--- config.mk ---
export PLATFORM = sky130hd
export DESIGN_NAME = next_pc_fetch_flat
export DESIGN_NICKNAME = d
export VERILOG_FILES = /design/src/rtl/next_pc_fetch_if.sv /design/src/rtl/next_pc_fetch.sv /design/src/flat_wrapper.sv
export SDC_FILE = /design/constraint.sdc
export NUM_CORES = 1
export LEC_CHECK = 0
export CORE_ASPECT_RATIO = 0.8
export CORE_UTILIZATION = 47
export CTS_CLUSTER_DIAMETER = 40
export DETAILED_ROUTE_END_ITERATION = 12
export HOLD_SLACK_MARGIN = 0.12
export PLACE_DENSITY = 0.95
export REMOVE_ABC_BUFFERS = 1
export SLEW_MARGIN = 20
export SYNTH_ARGS = -nofsm -noshare
export SYNTH_HDL_FRONTEND = slang
export SYNTH_SLANG_ARGS = --single-unit
--- constraint.sdc ---
create_clock -name clk -period 7.38 [get_ports clk]
set_clock_uncertainty 0.05 [all_clocks]
set_input_delay 1.107 -clock clk [delete_from_list [all_inputs] [get_ports clk]]
set_output_delay 1.107 -clock clk [all_outputs]
set_load 0.005 [all_outputs]
--- src/rtl/next_pc_fetch_if.sv ---
// ----------------------------------------------------------------------------
// next_pc_fetch_if
// Bundles the signals exchanged between the PC/fetch sequencer and the rest of
// the single-cycle RV32 core: datapath control (jump selects, operands, commit)
// and the instruction-memory request/ack handshake.
//
// Modports:
//   master : the fetch sequencer (drives imem_req/imem_addr and the instr/pc
//            status outputs; receives selects, operands, commit and imem ack).
//   slave  : the surrounding datapath and instruction memory.
//
// Signals:
//   pcasrc, pcbsrc : A-operand (1 = imm) / B-operand (1 = rs1) selects
//   imm, rs1       : immediate and rs1 value of the current instruction
//   commit, halt   : datapath finished the instruction / it is a halt
//   imem_req/addr  : fetch request and address
//   imem_ack/rdata : fetch data valid and fetched word
//   instr/valid/pc : latched instruction, its validity and its PC
//   misalign       : sticky trap, misaligned target
//   halted         : sticky, halt committed
// ----------------------------------------------------------------------------
interface next_pc_fetch_if #(
    parameter int unsigned XLEN = 32
);
    logic            pcasrc;
    logic            pcbsrc;
    logic [XLEN-1:0] imm;
    logic [XLEN-1:0] rs1;
    logic            commit;
    logic            halt;
    logic            imem_req;
    logic [XLEN-1:0] imem_addr;
    logic            imem_ack;
    logic [31:0]     imem_rdata;
    logic [31:0]     instr;
    logic            instr_valid;
    logic [XLEN-1:0] pc;
    logic            misalign;
    logic            halted;

    modport master (
        input  pcasrc, pcbsrc, imm, rs1, commit, halt, imem_ack, imem_rdata,
        output imem_req, imem_addr, instr, instr_valid, pc, misalign, halted
    );

    modport slave (
        output pcasrc, pcbsrc, imm, rs1, commit, halt, imem_ack, imem_rdata,
        input  imem_req, imem_addr, instr, instr_valid, pc, misalign, halted
    );
endinterface

--- src/rtl/next_pc_fetch.sv ---
// ----------------------------------------------------------------------------
// next_pc_fetch
// PC register, next-PC adder and instruction-fetch sequencer for the
// single-cycle RV32 core. NextPC = A + B with A = pcasrc ? imm : 4 and
// B = pcbsrc ? rs1 : pc; bit 0 is cleared for register-relative jumps.
// A target with bit 1 set traps; a committed halt stops the core. Both
// terminal states persist until reset.
//
// Parameters:
//   XLEN     : datapath/address width
//   RESET_PC : PC loaded by reset (bits [1:0] must be zero)
//
// Ports:
//   clk   : core clock, rising edge
//   rst_n : asynchronous active-low reset
//   bus   : next_pc_fetch_if.master (selects, operands, commit, imem handshake,
//           instr/pc/status outputs)
//   o_stat_commits, o_stat_redirects : only with BRANCH_STATS_EN defined;
//           count accepted commits and accepted redirecting commits.
//
// Build option: define BRANCH_STATS_EN to add the commit/redirect counters.
// All outputs are registered or decoded from the state register.
// ----------------------------------------------------------------------------
module next_pc_fetch #(
    parameter int unsigned     XLEN     = 32,
    parameter logic [XLEN-1:0] RESET_PC = '0
) (
    input  logic               clk,
    input  logic               rst_n,
`ifdef BRANCH_STATS_EN
    output logic [31:0]        o_stat_commits,
    output logic [31:0]        o_stat_redirects,
`endif
    next_pc_fetch_if.master    bus
);

    typedef enum logic [2:0] {
        StBoot,
        StFetch,
        StExec,
        StHalt,
        StTrap
    } state_e;

    state_e          r_state;
    state_e          w_state_next;
    logic [XLEN-1:0] r_pc;
    logic [XLEN-1:0] w_pc_next;
    logic [31:0]     r_instr;
    logic [31:0]     w_instr_next;

    logic [XLEN-1:0] w_op_a;
    logic [XLEN-1:0] w_op_b;
    logic [XLEN-1:0] w_target;
    logic            w_accept;

    // Target adder; wraps modulo 2^XLEN by construction.
    always_comb begin
        w_op_a   = bus.pcasrc ? bus.imm : XLEN'(32'd4);
        w_op_b   = bus.pcbsrc ? bus.rs1 : r_pc;
        w_target = w_op_a + w_op_b;
        if (bus.pcbsrc) begin
            w_target[0] = 1'b0;
        end
    end

    // Commits are only meaningful while an instruction is being executed.
    assign w_accept = (r_state == StExec) && bus.commit;

    always_comb begin
        w_state_next = r_state;
        w_pc_next    = r_pc;
        w_instr_next = r_instr;
        unique case (r_state)
            StBoot: begin
                w_state_next = StFetch;
            end
            StFetch: begin
                if (bus.imem_ack) begin
                    w_instr_next = bus.imem_rdata;
                    w_state_next = StExec;
                end
            end
            StExec: begin
                if (bus.commit) begin
                    // halt wins over a misaligned target
                    if (bus.halt) begin
                        w_state_next = StHalt;
                    end else if (w_target[1]) begin
                        w_state_next = StTrap;
                    end else begin
                        w_pc_next    = w_target;
                        w_state_next = StFetch;
                    end
                end
            end
            StHalt, StTrap: begin
                w_state_next = r_state;
            end
            default: begin
                w_state_next = StBoot;
            end
        endcase
    end

    always_ff @(posedge clk or negedge rst_n) begin
        if (!rst_n) begin
            r_state <= StBoot;
            r_pc    <= RESET_PC;
            r_instr <= '0;
        end else begin
            r_state <= w_state_next;
            r_pc    <= w_pc_next;
            r_instr <= w_instr_next;
        end
    end

    assign bus.imem_req    = (r_state == StFetch);
    assign bus.imem_addr   = r_pc;
    assign bus.instr       = r_instr;
    assign bus.instr_valid = (r_state == StExec);
    assign bus.pc          = r_pc;
    assign bus.misalign    = (r_state == StTrap);
    assign bus.halted      = (r_state == StHalt);

`ifdef BRANCH_STATS_EN
    logic [31:0] r_stat_commits;
    logic [31:0] r_stat_redirects;
    logic        w_redirect;

    // A redirect is a non-sequential select that actually leads to a new fetch.
    assign w_redirect = w_accept && !bus.halt && !w_target[1] && (bus.pcbsrc || bus.pcasrc);

    always_ff @(posedge clk or negedge rst_n) begin
        if (!rst_n) begin
            r_stat_commits   <= '0;
            r_stat_redirects <= '0;
        end else begin
            if (w_accept) begin
                r_stat_commits <= r_stat_commits + 32'd1;
            end
            if (w_redirect) begin
                r_stat_redirects <= r_stat_redirects + 32'd1;
            end
        end
    end

    assign o_stat_commits   = r_stat_commits;
    assign o_stat_redirects = r_stat_redirects;
`endif

endmodule

--- src/flat_wrapper.sv ---
// flat-port wrapper written by rule: the top's interface ports become plain ports
module next_pc_fetch_flat 
#(
    parameter int unsigned     XLEN     = 32,
    parameter logic [XLEN-1:0] RESET_PC = '0
)
  (clk, rst_n, bus_pcasrc, bus_pcbsrc, bus_imm, bus_rs1, bus_commit, bus_halt, bus_imem_ack, bus_imem_rdata, bus_imem_req, bus_imem_addr, bus_instr, bus_instr_valid, bus_pc, bus_misalign, bus_halted);
  next_pc_fetch_if #(.XLEN(XLEN)) bus_i ();
  input  logic clk;
  input  logic rst_n;
  input wire logic [$bits(bus_i.pcasrc)-1:0] bus_pcasrc;
  input wire logic [$bits(bus_i.pcbsrc)-1:0] bus_pcbsrc;
  input wire logic [$bits(bus_i.imm)-1:0] bus_imm;
  input wire logic [$bits(bus_i.rs1)-1:0] bus_rs1;
  input wire logic [$bits(bus_i.commit)-1:0] bus_commit;
  input wire logic [$bits(bus_i.halt)-1:0] bus_halt;
  input wire logic [$bits(bus_i.imem_ack)-1:0] bus_imem_ack;
  input wire logic [$bits(bus_i.imem_rdata)-1:0] bus_imem_rdata;
  output wire logic [$bits(bus_i.imem_req)-1:0] bus_imem_req;
  output wire logic [$bits(bus_i.imem_addr)-1:0] bus_imem_addr;
  output wire logic [$bits(bus_i.instr)-1:0] bus_instr;
  output wire logic [$bits(bus_i.instr_valid)-1:0] bus_instr_valid;
  output wire logic [$bits(bus_i.pc)-1:0] bus_pc;
  output wire logic [$bits(bus_i.misalign)-1:0] bus_misalign;
  output wire logic [$bits(bus_i.halted)-1:0] bus_halted;
  assign bus_i.pcasrc = bus_pcasrc;
  assign bus_i.pcbsrc = bus_pcbsrc;
  assign bus_i.imm = bus_imm;
  assign bus_i.rs1 = bus_rs1;
  assign bus_i.commit = bus_commit;
  assign bus_i.halt = bus_halt;
  assign bus_i.imem_ack = bus_imem_ack;
  assign bus_i.imem_rdata = bus_imem_rdata;
  assign bus_imem_req = bus_i.imem_req;
  assign bus_imem_addr = bus_i.imem_addr;
  assign bus_instr = bus_i.instr;
  assign bus_instr_valid = bus_i.instr_valid;
  assign bus_pc = bus_i.pc;
  assign bus_misalign = bus_i.misalign;
  assign bus_halted = bus_i.halted;
  next_pc_fetch #(.XLEN(XLEN), .RESET_PC(RESET_PC)) u_core (.clk(clk), .rst_n(rst_n), .bus(bus_i));
endmodule
== After elaboration in Yosys (flattened, before gate mapping) ==
Index checks and enable logic that the tools add are counted.

* Equality and inequality tests: 6
* Muxes and demuxes: 8
* Add/sub/neg operators: 1
* Reductions and logical operators: 5
* Bitwise operators: 3

{| class="wikitable"
|+ Operators by type and width
! kind !! number
|-
| $mux W32 || 2
|-
| $add A32 B32 Y32 || 1
|-
| $mux W3 || 4
|-
| $pmux W3 S4 || 1
|-
| $eq A3 B2 Y1 const B || 2
|-
| $ne A2 B2 Y1 const B || 2
|-
| $reduce_and A4 Y1 || 1
|-
| $eq A3 B1 Y1 const B || 1
|-
| $eq A3 B3 Y1 const B || 1
|-
| $logic_not A3 Y1 || 1
|-
| $not A1 Y1 || 3
|-
| $reduce_and A3 Y1 || 1
|-
| $reduce_and A2 Y1 || 1
|-
| $reduce_or A2 Y1 || 1
|-
| $mux W1 || 1
|}

* Input port bits: 103
* Output and inout port bits: 100
* Word-level logic and storage cells: 26
* Register bits after elaboration: 66

== Depth between registers and ports, before layout ==
Gate-level depths: netlist of run 1.

* Word-level depth: 6
* Gate-level depth with buffers: 14
* Depth with buffers taken out: 13

== Worst setup path before layout of run 1 ==
OpenSTA, ideal clock, no wires.

* Path kind: in2reg
* Start point: input bus_pcbsrc
* End point: register u_core.r_pc[30] (netlist: u_core.bus.imem_addr[30])
* Library setup time: 120 ps
* Stages: 13
* Data required time: 7210 ps
* Arrival: 3874 ps
* Buffers on the path: 2
* Setup slack: 3337 ps
* Path through: clkbuf_1 clkbuf_1 mux2_2 ha_1 a211oi_2 nor2_1 a21o_1 o21ai_1 a21boi_1 o211ai_2 a21boi_1 or3_1 a31o_1

* Cells in the longest elaborated chain, start to end: 4

{| class="wikitable"
|+ RTL lines
! what !! line !! text
|-
| start: declaration || flat_wrapper.sv:12 || <nowiki>input wire logic [$bits(bus_i.pcbsrc)-1:0] bus_pcbsrc;</nowiki>
|-
| $mux W32 * || next_pc_fetch.sv:60 || <nowiki>w_op_b = bus.pcbsrc ? bus.rs1 : r_pc;</nowiki>
|-
| $add A32 B32 Y32 * || next_pc_fetch.sv:61 || <nowiki>w_target = w_op_a + w_op_b;</nowiki>
|-
| $not A1 Y1 (no source line) || n/a ||
|-
| $reduce_and A4 Y1 (no source line) || n/a ||
|-
| end signal: assignment || next_pc_fetch.sv:113 || <nowiki>r_pc <= w_pc_next;</nowiki>
|-
| end: declaration || next_pc_fetch.sv:47 || <nowiki>logic [XLEN-1:0] r_pc;</nowiki>
|}

Every way passes the cells marked *; elsewhere a longest branch is shown, timed or not.
A chain may end at the register's enable or synchronous reset.

== Final worst setup path of run 1 ==
* Start point: input bus_pcasrc
* End point: register u_core.r_pc[24] (netlist: u_core.bus.imem_addr[24])

* Cells in the longest elaborated chain, start to end: 4

{| class="wikitable"
|+ RTL lines
! what !! line !! text
|-
| start: declaration || flat_wrapper.sv:11 || <nowiki>input wire logic [$bits(bus_i.pcasrc)-1:0] bus_pcasrc;</nowiki>
|-
| $mux W32 * || next_pc_fetch.sv:59 || <nowiki>w_op_a = bus.pcasrc ? bus.imm : XLEN'(32'd4);</nowiki>
|-
| $add A32 B32 Y32 * || next_pc_fetch.sv:61 ||
|-
| $not A1 Y1 (no source line) || n/a ||
|-
| $reduce_and A4 Y1 (no source line) || n/a ||
|}

Marked as above.

==> results.sh, run 1 <==
export IMPL_hold_viol=0
export IMPL_min_path_type="reg2reg"
export IMPL_setup_viol=0
export IMPL_path_clk_slew_ns=0.06
export IMPL_cts_buffer_depth=2
export IMPL_num_vias=4431
export IMPL_ys_flop_type="dfrtp_1"
export IMPL_rows=32
export IMPL_dieArea_um2=10800
export IMPL_grtUsageTotal=0.257
export IMPL_drt_first_iter_violations=183
export IMPL_overflow=0
export IMPL_min_path_cells=1
export IMPL_drtAntennaViolNets=0
export IMPL_wirelength_um=13700
export IMPL_clkPwrFrac=0.225
export IMPL_synthCells=518
export IMPL_syn_avg_cell_area_um2=9.42
export IMPL_clk_latency_ns=0.32
export IMPL_tightest_slew_ns=0.859
export IMPL_path_class="in2reg"
export IMPL_io_buffers=200
export IMPL_period_needed_ns=4.70
export IMPL_cp_required_ns=7.50
export IMPL_nets=817
export IMPL_slew_viol_final=0
export IMPL_yosysSeqAreaShare=0.338
export IMPL_core_um2=9850
export IMPL_fmax_mhz=213
export IMPL_pwr_share_seq=0.296
export IMPL_synth_xor_area_frac=0.0377
export IMPL_yosys_area_top_type_share=0.338
export IMPL_drcViolationCount=0
export IMPL_root_buffer="clkbuf_16"
export IMPL_dp_hpwl_um=10400
export IMPL_worstHoldStart="u_core.bus.instr[6]$_DFFE_PN0P_"
export IMPL_ir_worst_vdd_mv=0.160
export IMPL_io_pins=203
export IMPL_fin_crit_sh=0.637
export IMPL_reg2reg_from="u_core.bus.imem_addr[0]$_DFFE_PN0P_"
export IMPL_p_sw_uw=691
export IMPL_powerDensity_nw_per_um2=312
export IMPL_yosys_area_top_type="dfrtp_1"
export IMPL_synth_adder_area_share=0.0836
export IMPL_gp_congestion=0.860
export IMPL_synth_cell_types=51
export IMPL_start_util=0.496
export IMPL_cts_made_buffers=9
export IMPL_whs_ns=0.438
export IMPL_drive_gt1_frac=0.131
export IMPL_switching_share=0.311
export IMPL_startpoint_type="input pin"
export IMPL_ff2ff_path_depth=13
export IMPL_num_antenna_cells=0
export IMPL_grt_max_degree=67
export IMPL_grt_pass1_wl_um=21600
export IMPL_drtPass1Iterations=4
export IMPL_relSlewSlack=0.427
export IMPL_cts_hold_buf=0
export IMPL_synth_simple_gate_area_frac=0.143
export IMPL_path_max_fanout=21
export IMPL_p_leak_nw=3.13
export IMPL_cts_tree="built"
export IMPL_die_x_um=116
export IMPL_synth_top_family_by_area="compound AO/OA/AOI/OAI gates"
export IMPL_comb_power_share=0.479
export IMPL_clock_sinks=66
export IMPL_die_h_um=93.2
export IMPL_area_delta_synth_final_pct=45.7
export IMPL_fin_setup_tns_ns=0
export IMPL_cts_resized_gates=0
export IMPL_yosys_top_cells_area="dfrtp_1 (34%), mux2_2 (13%), ha_1 (7.9%)"
export IMPL_first_global_vias=4436
export IMPL_status="finished clean"
export IMPL_vias_per_cell=5.38
export IMPL_end_kind="flop"
export IMPL_hold_end="u_core.bus.instr[6]$_DFFE_PN0P_"
export IMPL_wl_per_cell_um=16.7
export IMPL_cts_htree_levels=3
export IMPL_synth_compound_area_frac=0.171
export IMPL_synth_edff_count=0
export IMPL_cp_data_arrival_time_ns=4.82
export IMPL_rsz0062_at_grt="no"
export IMPL_cts_setup_buffers=0
export IMPL_timing_rr_end="u_core.bus.imem_addr[24]$_DFFE_PN0P_"
export IMPL_yosysWarningCount=0
export IMPL_antenna_found_initial=0
export IMPL_synth_seq_cells=66
export IMPL_final_util=0.722
export IMPL_maxCapViolCount=0
export IMPL_async_reset_ff_frac=1.00
export IMPL_r2r_slack_ns=4.17
export IMPL_syn_area_um2=4880
export IMPL_synth_mux_area_frac=0.149
export IMPL_internal_power_mw=1.53
## layout by cell type (no fill, tap or decap), types with 12 or more instances in the layout
| cell type | synthesis | routed |
|---|---|---|
| dfrtp_1 | 66 | 66 |
| xor2_1 | 12 | 12 |
| a21o_1 | 16 | 16 |
| nor2_1 | 17 | 17 |
| inv_1 | 13 | 13 |
| nand2_1 | 51 | 51 |
| a21oi_1 | 27 | 27 |
| and2_1 | 32 | 32 |
| clkdlybuf4s50_1 | 0 | 198 |
| o21ai_0 | 26 | 26 |
| mux2_2 | 55 | 55 |
| ha_1 | 31 | 31 |
| o21ai_1 | 15 | 15 |
## worst max-delay path, cell delays in order
cell	delay (ns)
clkdlybuf4s50_1	0.87
buf_4	0.29
and2_1	0.14
ha_1	0.19
inv_1	0.07
fa_1	0.40
nor2b_1	0.14
o21ai_1	0.09
a21oi_1	0.29
o21ai_1	0.17
a21boi_1	0.34
o211ai_2	0.20
a21boi_1	0.21
mux2i_1	0.19
o311ai_0	0.13
## synthesized netlist by cell type (all sizes together) (2+ instances only)
library cell and count:
a211oi 9, a21boi 5, a21o 17, a21oi 28, and2 32, and3 6
buf 36, clkbuf 15, dfrtp 66, ha 31, inv 13, mux2 63
mux2i 2, nand2 51, nand2b 9, nand3 7, nor2 17, nor2b 3
nor3 6, nor3b 2, o211ai 3, o21a 6, o21ai 42, o21bai 6
o22ai 2, o31ai 6, or3 2, xnor2 9, xor2 12
## metal layers
layer  vias up  part of all wire  GRT usage
li1       2126                 -          -
met1      2113              0.42      0.318
met2       168              0.50      0.450
met3        24             0.066     0.0493
met4         0             0.018     0.0780
met5         -                 0          0
## metrics by stage
step / setup WS, ns / cells / area (um2) / total power [mW]
after CTS: 2.56 / 823 / 7110 / 2.23
final: 2.68 / 823 / 7110 / 2.22
after detailed placement: 2.24 / 807 / 6760 / 1.72
after floorplan: 3.29 / 468 / 4570 / 1.06
after global routing: 2.42 / 823 / 7110 / 2.36
after global placement: 2.34 / 807 / 6760 / 1.67
## worst max-delay path by stage
stage,slack [ns],to,cells past startpoint,start
finish,2.68,u_core.bus.imem_addr[24]$_DFFE_PN0P_,15,bus_pcasrc
global route,2.42,u_core.bus.imem_addr[24]$_DFFE_PN0P_,15,bus_pcasrc
CTS,2.56,u_core.bus.imem_addr[31]$_DFFE_PN0P_,10,bus_pcasrc
detailed placement,2.24,u_core.bus.imem_addr[31]$_DFFE_PN0P_,10,bus_pcasrc
global placement,2.34,u_core.bus.imem_addr[31]$_DFFE_PN0P_,10,bus_pcasrc
floorplan,3.29,u_core.bus.imem_addr[31]$_DFFE_PN0P_,8,bus_pcbsrc
## kinds of logic (layout without fill, tap and decap cells)
group / after synthesis / in the layout
adders and majority gates: 32 / 32
xor gates and xnor gates: 21 / 21
DFF: 66 / 66
buffers and inverters: 64 / 232
other: 1 / 2
and+or+nand+nor: 139 / 139
AOI/OAI and AO/OA: 130 / 130
muxes: 65 / 65
## state kept, by name, indices dropped and copies added (netlist names)
name	cells
u_core.bus.imem_addr	31
u_core.bus.instr	32
u_core.r_state	3
## final cells by class
class | instances | area [um2]
inverters | 13 | 48.8
repair buffers | 203 | 2010
fillers | 750 | 2740
well taps | 136 | 170
clock inverters | 7 | 125
clock buffers | 9 | 225
flip-flops and latches | 66 | 1650
multi-input cells | 389 | 2880
## power by group through the flow
stage	logic (mW)	clock network, mW	registers, mW
global route	1.15	0.524	0.679
CTS	1.07	0.505	0.658
global placement	1.03	0	0.645
floorplan	0.406	0	0.659
finish	1.06	0.500	0.657
detailed placement	1.06	0	0.661
Note: power is estimated with default switching activity, not from simulation.
==> run 2: changes to the inputs <==
--- a/config.mk
+++ b/config.mk
@@ -6,11 +6,11 @@
 export NUM_CORES = 1
 export LEC_CHECK = 0
 export CORE_ASPECT_RATIO = 0.8
-export CORE_UTILIZATION = 47
+export CORE_UTILIZATION = 40
 export CTS_CLUSTER_DIAMETER = 40
 export DETAILED_ROUTE_END_ITERATION = 12
 export HOLD_SLACK_MARGIN = 0.12
-export PLACE_DENSITY = 0.95
+export PLACE_DENSITY = 0.88
 export REMOVE_ABC_BUFFERS = 1
 export SLEW_MARGIN = 20
 export SYNTH_ARGS = -nofsm -noshare
==> constraint.sdc (replaced) <==
create_clock -name clk -period 4.3 [get_ports clk]
set_clock_uncertainty 0.05 [all_clocks]
set_input_delay 0.645 -clock clk [delete_from_list [all_inputs] [get_ports clk]]
set_output_delay 0.645 -clock clk [all_outputs]
set_load 0.005 [all_outputs]
==> results.sh, run 2 (same netlist as run 1, synthesis figures left out) <==
export IMPL_dieArea_um2=12700
export IMPL_grtUsageTotal=0.222
export IMPL_dp_hpwl_um=10700
export IMPL_clk_latency_ns=0.33
export IMPL_ir_worst_vdd_mv=0.209
export IMPL_drtAntennaViolNets=0
export IMPL_rows=35
export IMPL_drcViolationCount=16
export IMPL_largest_reg_flops=32
export IMPL_nets=821
export IMPL_start_util=0.417
export IMPL_startpoint_type="input pin"
export IMPL_final_cell_mix="clkdlybuf4s50_1 (198), dfrtp_1 (66), mux2_2 (55), nand2_1 (51), and2_1 (32)"
export IMPL_pwr_share_seq=0.303
export IMPL_grt_max_degree=42
export IMPL_crit_cells=14
export IMPL_core_um2=11700
export IMPL_fin_setup_tns_ns=0
export IMPL_cts_made_buffers=9
export IMPL_fmax_mhz=268
export IMPL_setup_viol=0
export IMPL_min_path_type="in2async"
export IMPL_switching_share=0.321
export IMPL_io_pins=203
export IMPL_final_common_cell="clkdlybuf4s50_1"
export IMPL_drtPass1Iterations=8
export IMPL_tightest_slew_ns=0.653
export IMPL_end_kind="flop"
export IMPL_cp_required_ns=4.44
export IMPL_slew_viol_final=0
export IMPL_hold_viol=0
export IMPL_drt_first_iter_violations=247
export IMPL_first_global_vias=4480
export IMPL_dpl_cell_area_um2=6800
export IMPL_period_needed_ns=3.73
export IMPL_antenna_found_initial=0
export IMPL_crit_chain="clkdlybuf4s50_1 > and2_1 > ha_1 > inv_1 > fa_1 > nor2b_1 > o21ai_1 > a21oi_1 > o21ai_1 > a21boi_1 > o211ai_2 > a21boi_1 > mux2i_1 > o311ai_0"
export IMPL_powerDensity_nw_per_um2=520
export IMPL_cts_hold_buf=0
export IMPL_cp_data_arrival_time_ns=3.86
export IMPL_wl_per_cell_um=16.4
export IMPL_path_clk_slew_ns=0.06
export IMPL_critPathTopFamily="compound AO/OA/AOI/OAI gates"
export IMPL_p_sw_mw=1.19
export IMPL_p_leak_nw=3.12
export IMPL_path_class="in2reg"
export IMPL_cts_tree="built"
export IMPL_root_buffer="clkbuf_16"
export IMPL_maxCapViolCount=0
export IMPL_whs_ns=0.290
export IMPL_ff2ff_path_depth=13
export IMPL_cts_buffer_depth=2
export IMPL_clock_sinks=66
export IMPL_die_x_um=126
export IMPL_clkPwrFrac=0.203
export IMPL_wirelength_um=13700
export IMPL_grt_pass1_wl_um=22200
export IMPL_critPathBufInv=2
export IMPL_relSlewSlack=0.564
export IMPL_cts_resized_gates=0
export IMPL_area_delta_synth_final_pct=45.5
export IMPL_crit_path_max_incr_delay_ns=0.67
export IMPL_num_antenna_cells=0
export IMPL_cts_setup_buffers=0
export IMPL_violations="DRC"
export IMPL_path_max_fanout=8
export IMPL_die_h_um=101
export IMPL_comb_power_share=0.494
export IMPL_vias_per_cell=5.34
export IMPL_fin_crit_sh=0.867
export IMPL_internal_power_mw=2.51
export IMPL_cts_htree_levels=3
export IMPL_gp_congestion=0.919
export IMPL_io_buffers=200
export IMPL_cp_slowest_cell="clkdlybuf4s50_1"
export IMPL_status="finished with violations"
export IMPL_drive_gt1_frac=0.136
export IMPL_num_vias=4478
export IMPL_rsz0062_at_grt="no"
export IMPL_final_area_um2=7100
export IMPL_overflow=0
## run 2: metrics by stage
step / utilization / power, mW / std cells / setup WS (ns)
2_1_floorplan: - / 1.83 / 468 / 0.675
3_3_place_gp: 0.582 / 2.89 / 823 / 0.436
3_5_place_dp: 0.582 / 2.95 / 823 / 0.268
4_1_cts: 0.607 / 3.72 / 839 / 0.605
5_1_grt: 0.607 / 3.92 / 839 / 0.395
6_report: 0.607 / 3.69 / 839 / 0.574
## run 2: layout make-up
class	count	area, um2
fill	940	4590
clock inverter	7	77.6
timing repair buffer	207	2040
sequential	66	1650
clock buffer	9	225
multi-input combinational	389	2870
tap	148	185
inverter	13	48.8
## run 2: layer usage
layer  wire, um  GRT usage
met1       6090      0.286
met2       6520      0.379
met3        972     0.0456
met4        139     0.0582
met5          0          0
## run 2: worst paths after layout
path                                                     startpoint                                   end  slack [ns]
worst max-delay path                                     bus_pcasrc  u_core.bus.imem_addr[24]$_DFFE_PN0P_        0.57
worst min-delay path                                          rst_n  u_core.bus.imem_addr[23]$_DFFE_PN0P_        0.29
worst max register to register  u_core.bus.imem_addr[0]$_DFFE_PN0P_  u_core.bus.imem_addr[24]$_DFFE_PN0P_        1.16
worst min register to register     u_core.bus.instr[20]$_DFFE_PN0P_      u_core.bus.instr[20]$_DFFE_PN0P_        0.44
max in group asynchronous                                     rst_n      u_core.bus.instr[15]$_DFFE_PN0P_        2.93
min in group clk                   u_core.bus.instr[20]$_DFFE_PN0P_      u_core.bus.instr[20]$_DFFE_PN0P_        0.44
## run 2: power by group through the flow
stage / Sequential [mW] / Clock [mW] / Combinational (mW)
after floorplan: 1.13 / 0 / 0.697
after global placement: 1.11 / 0 / 1.78
after detailed placement: 1.13 / 0 / 1.82
after CTS: 1.13 / 0.766 / 1.83
after global routing: 1.16 / 0.793 / 1.97
final: 1.12 / 0.749 / 1.82
==> run 3: changes to the inputs <==
--- a/config.mk
+++ b/config.mk
@@ -7,6 +7,7 @@
 export LEC_CHECK = 0
 export CORE_ASPECT_RATIO = 0.8
 export CORE_UTILIZATION = 40
+export CTS_BUF_LIST = sky130_fd_sc_hd__clkbuf_16
 export CTS_CLUSTER_DIAMETER = 40
 export DETAILED_ROUTE_END_ITERATION = 12
 export HOLD_SLACK_MARGIN = 0.12
==> results of run 3 <==
No change in the layout: final DEF, timing and power equal those of run 2.
